**src/rtl/wb_peripheral_bridge.sv**
```systemverilog
// Wishbone classic slave that turns each request into one peripheral-bus access.
// The access stretches while the responder is busy and gives up with an error after a bounded wait.
module wb_peripheral_bridge #(
    parameter int ADDRESS_WIDTH  = 24,
    parameter int TIMEOUT_CYCLES = 16
) (
    input  logic                     clk,
    input  logic                     rst,
    input  logic                     wb_cyc_i,
    input  logic                     wb_stb_i,
    input  logic                     wb_we_i,
    input  logic [3:0]               wb_sel_i,
    input  logic [ADDRESS_WIDTH-1:0] wb_adr_i,
    input  logic [31:0]              wb_data_i,
    output logic                     wb_ack_o,
    output logic                     wb_error_o,
    output logic [31:0]              wb_data_o,
    output logic                     peripheralBus_we,
    output logic                     peripheralBus_oe,
    output logic [ADDRESS_WIDTH-1:0] peripheralBus_address,
    output logic [3:0]               peripheralBus_byteSelect,
    output logic [31:0]              peripheralBus_dataWrite,
    input  logic                     peripheralBus_busy,
    input  logic [31:0]              peripheralBus_dataRead,
    input  logic                     requestOutput
);

    localparam logic [1:0] IDLE    = 2'd0;
    localparam logic [1:0] ACCESS  = 2'd1;
    localparam logic [1:0] RESPOND = 2'd2;

    localparam logic [7:0] TIMEOUT_LAST = 8'(TIMEOUT_CYCLES - 1);

    logic [1:0]               state_q,   state_d;
    logic [7:0]               counter_q, counter_d;
    logic                     we_q,      we_d;
    logic [ADDRESS_WIDTH-1:0] address_q, address_d;
    logic [3:0]               sel_q,     sel_d;
    logic [31:0]              wdata_q,   wdata_d;
    logic [31:0]              rdata_q,   rdata_d;
    logic                     ack_q,     ack_d;
    logic                     error_q,   error_d;

    always_comb begin
        state_d   = state_q;
        counter_d = counter_q;
        we_d      = we_q;
        address_d = address_q;
        sel_d     = sel_q;
        wdata_d   = wdata_q;
        rdata_d   = rdata_q;
        ack_d     = 1'b0;
        error_d   = 1'b0;

        case (state_q)
            IDLE: begin
                if (wb_cyc_i && wb_stb_i) begin
                    we_d      = wb_we_i;
                    address_d = wb_adr_i;
                    sel_d     = wb_sel_i;
                    wdata_d   = wb_data_i;
                    counter_d = 8'd0;
                    state_d   = ACCESS;
                end
            end
            ACCESS: begin
                // A master abort wins over a completion in the same cycle.
                if (!wb_cyc_i) begin
                    state_d = IDLE;
                end else if (!peripheralBus_busy) begin
                    state_d = RESPOND;
                    if (we_q) begin
                        ack_d   = 1'b1;
                        rdata_d = 32'd0;
                    end else if (requestOutput) begin
                        ack_d   = 1'b1;
                        rdata_d = peripheralBus_dataRead;
                    end else begin
                        error_d = 1'b1;
                        rdata_d = 32'd0;
                    end
                end else if (counter_q == TIMEOUT_LAST) begin
                    state_d = RESPOND;
                    error_d = 1'b1;
                    rdata_d = 32'd0;
                end else begin
                    counter_d = counter_q + 8'd1;
                end
            end
            RESPOND: begin
                state_d = IDLE;
            end
            default: begin
                state_d = IDLE;
            end
        endcase
    end

    always_ff @(posedge clk) begin
        if (rst) begin
            state_q   <= IDLE;
            counter_q <= 8'd0;
            we_q      <= 1'b0;
            address_q <= '0;
            sel_q     <= 4'd0;
            wdata_q   <= 32'd0;
            rdata_q   <= 32'd0;
            ack_q     <= 1'b0;
            error_q   <= 1'b0;
        end else begin
            state_q   <= state_d;
            counter_q <= counter_d;
            we_q      <= we_d;
            address_q <= address_d;
            sel_q     <= sel_d;
            wdata_q   <= wdata_d;
            rdata_q   <= rdata_d;
            ack_q     <= ack_d;
            error_q   <= error_d;
        end
    end

    // Strobes follow the state directly so an abort drops them on the following cycle.
    assign peripheralBus_we         = (state_q == ACCESS) &&  we_q;
    assign peripheralBus_oe         = (state_q == ACCESS) && !we_q;
    assign peripheralBus_address    = address_q;
    assign peripheralBus_byteSelect = sel_q;
    assign peripheralBus_dataWrite  = wdata_q;
    assign wb_ack_o                 = ack_q;
    assign wb_error_o               = error_q;
    assign wb_data_o                = rdata_q;

endmodule

```
**config.mk**
```make
export PLATFORM = sky130hd
export DESIGN_NAME = wb_peripheral_bridge
export DESIGN_NICKNAME = d
export VERILOG_FILES = /design/src/rtl/wb_peripheral_bridge.sv
export SDC_FILE = /design/constraint.sdc
export NUM_CORES = 1
export LEC_CHECK = 0
export ABC_AREA = 1
export CAP_MARGIN = 20
export CORE_MARGIN = 4
export CORE_UTILIZATION = 40
export DETAILED_ROUTE_END_ITERATION = 7
export PLACE_DENSITY = 0.8
export SLEW_MARGIN = 40
export SYNTH_ARGS = -nofsm -noshare
export SYNTH_HDL_FRONTEND = slang
export SYNTH_SLANG_ARGS = --single-unit
```
**constraint.sdc**
```tcl
create_clock -name clk -period 1.8 [get_ports clk]
set_input_delay 0.27 -clock clk [delete_from_list [all_inputs] [get_ports clk]]
set_output_delay 0.27 -clock clk [all_outputs]
set_load 0.01 [all_outputs]
```
### Word-level counts from Yosys, hierarchy flattened

Index checks and enable logic that the tools add are counted.

* register bits: 105
* latch bits: 0
* memory bits (writable): 0
* memory bits (read-only): 0
* input port bits: 99
* logic and storage cells: 52
* memories kept: 0

* add/subtract/negate cells: 1
* multipliers: 0
* div/mod/pow operators: 0
* order comparisons: 0
* equality and inequality tests: 8
* shift operators: 0
* multiplexer cells: 20
* bitwise logic cells: 2
* reduce and logical (&&, ||, !) cells: 12

Operator list (count)
* $mux W32: 4
* $mux W8: 4
* $pmux W8 S2: 1
* $add A8 B1 Y8 const B: 1
* $eq A8 B4 Y1 const B: 1
* $mux W2: 4
* $ne A2 B2 Y1 const B: 4
* $mux W1: 6
* $reduce_and A5 Y1: 1
* $ne A4 B4 Y1 const B: 1
* $pmux W2 S2: 1
* $reduce_and A2 Y1: 2
* $reduce_or A4 Y1: 1
* $logic_and A1 B1 Y1: 3
* $reduce_and A3 Y1: 1
* $reduce_or A3 Y1: 1
* $eq A2 B1 Y1 const B: 1
* $logic_not A2 Y1: 1
* $ne A2 B1 Y1 const B: 1
* $not A1 Y1: 2
* $reduce_bool A2 Y1: 1
* $logic_not A1 Y1: 1

### Depth between registers and ports, before layout

* depth after elaboration: 5
* gate-level depth with buffers: 9

### Least setup slack after synthesis

No wires, ideal clock.

* kind: reg2reg
* start: reg counter_q[0]
* end: reg rdata_q[13] (netlist: wb_data_o[13])
* library setup time: 0.136 ns
* data arrival time: 1.198 ns
* data required time: 1.664 ns
* slack: 0.466 ns
* cell stages (with the launch flop): 10
* buffers on the path: 1
* period minus slack after synthesis: 1.334 ns
* cells stage by stage: dfxtp_1 > ha_1 > nand2_1 > nor2_1 > nand3_1 > nand2_1 > nand2_2 > buf_2 > nand2_1 > a21oi_2

* longest elaborated chain between the ends: 3

Ends and longest elaborated chain
* start, declared: line 35 `logic [7:0] counter_q, counter_d;`
* start signal, assigned: line 112 `counter_q <= counter_d;`
* $eq A8 B4 Y1: line 82 `end else if (counter_q == TIMEOUT_LAST) begin`
* $ne A2 B1 Y1 (no source line)
* $reduce_and A3 Y1 (no source line)
* end signal, assigned: line 117 `rdata_q <= rdata_d;`
* end, declared: line 40 `logic [31:0] rdata_q, rdata_d;`

No other way between the ends.
A chain may end at the register's enable or synchronous reset.

### Final worst setup path

* start: reg counter_q[1]
* end: reg counter_q[1]

* longest elaborated chain between the ends: 5

Ends and longest elaborated chain
* $add A8 B1 Y8: line 87 `counter_d = counter_q + 8'd1;`
* $mux W8: line 82
* $mux W8: line 70 `end else if (!peripheralBus_busy) begin`
* $mux W8: line 68 `if (!wb_cyc_i) begin`
* $pmux W8 S2: line 55 `case (state_q)`

Parallel ways exist; a longest one is shown, timed or not. The select of a mux whose other input is x is not followed.

==> flow_summary_export.csv <==
group,metric,value,unit
global_routing,first_global_vias,3836,
detailed_routing,ant_nets,0,
worst_hold_path,hp-start,"rst",
sta,period_share,0.871,
floorplanning,num_rows,35,
job,cap_viol_max_count,0,
synth,muxShareOfSynthArea,0,
synth,synth_top_family_by_area,"simple AND/OR/NAND/NOR gates",
global_routing,grt-ovfl-total,0,
synth,yosys.area.top_type_share,0.539,
setup_path,arrival,1860,ps
layout,diodes,0,
cts,clk_pin_slew_worst_paths,90,ps
synth,synth_edf_count,0,
floorplanning,start_util,0.416,
synth,avgSynthCellArea,7.73,um^2
synth,yosys_register_bits,105,
global_routing,grtUsageMet1,0.220,
layout,postLayoutCoreUtil,0.659,
synth,syn_nets,604,
synth,netlist_area,0.00390,mm^2
layout,drive_gt1_frac,0.0648,
synth,yosys_warnings,0,
global_routing,use_met2,0.364,
sta,hold_violations,0,
detailed_routing,dr.pass1.iters,4,
setup_path,required,2090,ps
sta,setup_slack,233,ps
sta,timing.final.crit_period,1570,ps
sta,rsz0062_at_grt,"no",
synth,synth_xor_area_frac,0,
cts,h-tree-depth,3,
cts,cts_sinks,105,
global_routing,grtUsageMet3,0.0572,
synth,synth-compound-area-share,0.147,
power_and_ir_drop,power.density,760,mW/mm^2
synth,synth.area.top_cells,"dfxtp_1, nor2_1, nand2_1",
synth,synthAdderAreaFrac,0.00321,
detailed_routing,wire_per_inst,14.0,um
layout,multi_input_area,0.00160,mm^2
global_routing,grt.busiest_layer,"met2",
detailed_routing,viasPerCell,4.78,
global_routing,grt_max_degree,36,
floorplanning,die_area,0.0114,mm^2
placement,dp_hpwl,8750,um
sta,finalMaxSlewViolations,0,
setup_path,rr_startpoint,"counter_q[1]$_SDFFE_PP0P_",
power_and_ir_drop,vdd_ir_drop_max,0.394,mV
cts,cts_tree,"built",
floorplanning,io_pins,195,
floorplanning,die_h,107,um
synth,yosysTopAreaCell,"dfxtp_1",
synth,synth.distinct_cells,23,
setup_path,critical_path_class,"reg -> reg",
synth,yosys-top-cells-count,"nor2_1, dfxtp_1, nand2_1",
synth,yosysSeqAreaShare,0.539,
global_routing,grt_antenna_before_repair,0,
sta,setup_tns,0,ps
cts,hold_buffers,0,
sta,slew-limit-headroom,0.779,
sta,fmax,638,MHz
placement,dp_slack,84.7,ps
detailed_routing,drc,0,
cts,numCtsBuffers,9,
synth,async_reset_ff_frac,0,
placement,portBuffers,194,
detailed_routing,first_iter_violations,198,
run_status,status,"complete, no violations",
global_routing,grt_first_pass_wirelength,18500,um
detailed_routing,dr_total_vias,3936,
synth,netlist_instances,504,
setup_path,end_kind,"flop",
sta,setup_viol,0,
layout,regArea,0.00210,mm^2
setup_path,cp_max_fo,7,
setup_path,crit_path_start,"counter_q[1]$_SDFFE_PP0P_",
placement,gp_congestion,0.780,
power_and_ir_drop,p_leak,0.00223,uW
synth,synthFlopType,"dfxtp_1",
sta,fin_skew,11.1,ps
layout,areaGrowthSynthToFinish,58.5,%
detailed_routing,wl,11500,um
sta,worst_pin_slew,331,ps
cts,cts_buffer_depth,2,
global_routing,track_usage,0.201,
cts,clk_latency,360,ps
synth,yosysMostFrequentCell,"nor2_1",
layout,fill_cells,852,
floorplanning,core_area,0.00937,mm^2
synth,synth-simple-area-share,0.259,
worst_hold_path,hp-class,"in -> reg",
power_and_ir_drop,total_power,4690,uW
floorplanning,die_w,107,um
layout,nets,790,
setup_path,crit_path_start_kind,"flop",
cts,cts_root_buf,"clkbuf_8",
[metrics by stage]
stage,hold WS (ps),cells,cell area [um^2]
after floorplan,417,504,3900
after global placement,448,808,5990
after detailed placement,453,808,5990
after CTS,276,823,6180
after global routing,300,823,6180
final,289,823,6180
[final timing paths]
kind                                endpoint  slack [ps]  cells past startpoint
setup / recovery   counter_q[1]$_SDFFE_PP0P_         230                      9
hold / removal       state_q[1]$_SDFFE_PP0P_         290                      2
setup reg to reg   counter_q[1]$_SDFFE_PP0P_         230                      9
hold reg to reg   wb_data_o[28]$_SDFFE_PP0P_         460                      2
[power breakdown]
group | internal [uW] | switching, uW | total (uW)
Sequential | 2430 | 55.4 | 2480
Clock | 678 | 771 | 1450
Combinational | 446 | 317 | 763
Total | 3550 | 1140 | 4690
[registers in the layout, indices dropped and copies added (netlist names)]
register and count:
wb_data_o 32, state_q 2, peripheralBus_address 24, peripheralBus_dataWrite 32, wb_ack_o 1, counter_q 8, we_q 1, wb_error_o 1
peripheralBus_byteSelect 4
[worst max-delay path, cell delays in order (launching register included)]
cell and delay, ps:
dfxtp_1 400, ha_1 190, nand2_1 120, nor2_1 110, nand3_1 100, nand3_1 120, nand2_1 200, nand2_1 140
nand2_1 60, nor2_1 70
[routing by layer]
| metal | routed length [um] | up-vias |
|---|---|---|
| li1 | - | 1977 |
| met1 | 4370 | 1819 |
| met2 | 6050 | 117 |
| met3 | 820 | 23 |
| met4 | 298 | 0 |
| met5 | 0 | - |
[final cells by class]
class                           count  share of cell area
Multi-Input combinational cell    357               0.259
Tap cell                          129              0.0261
Clock buffer                       11              0.0229
Timing Repair Buffer              207               0.337
Clock inverter                      4             0.00871
Sequential cell                   105               0.340
Inverter                           10             0.00608
[layout by cell type, fill, tap and decap left out, drive strengths merged]
cell,n
nor3,1
clkdlybuf4s50,191
nand2,93
nand3b,2
bufinv,1
a21oi,41
nand3,14
o21bai,2
clkinvlp,2
buf,14
dfxtp,105
dlygate4sd2,2
o21ai,62
clkinv,2
nor2,137
nor4,1
inv,9
nor3b,3
ha,1
clkbuf,11
[kinds of logic (layout without fill, tap and decap cells)]
kind of cell / count (synthesis) / after routing
buffers and inverters: 42 / 232
and+or+nand+nor: 251 / 251
adders and majority gates: 1 / 1
AOI/OAI and AO/OA: 105 / 105
DFF: 105 / 105
[timing repair]
item | in CTS | in global routing
setup endpoints to repair | 2 | 0
resized for setup | 2 | 0
buffers inserted | 0 | 0
No activity file was read; power rests on OpenSTA's default activity.
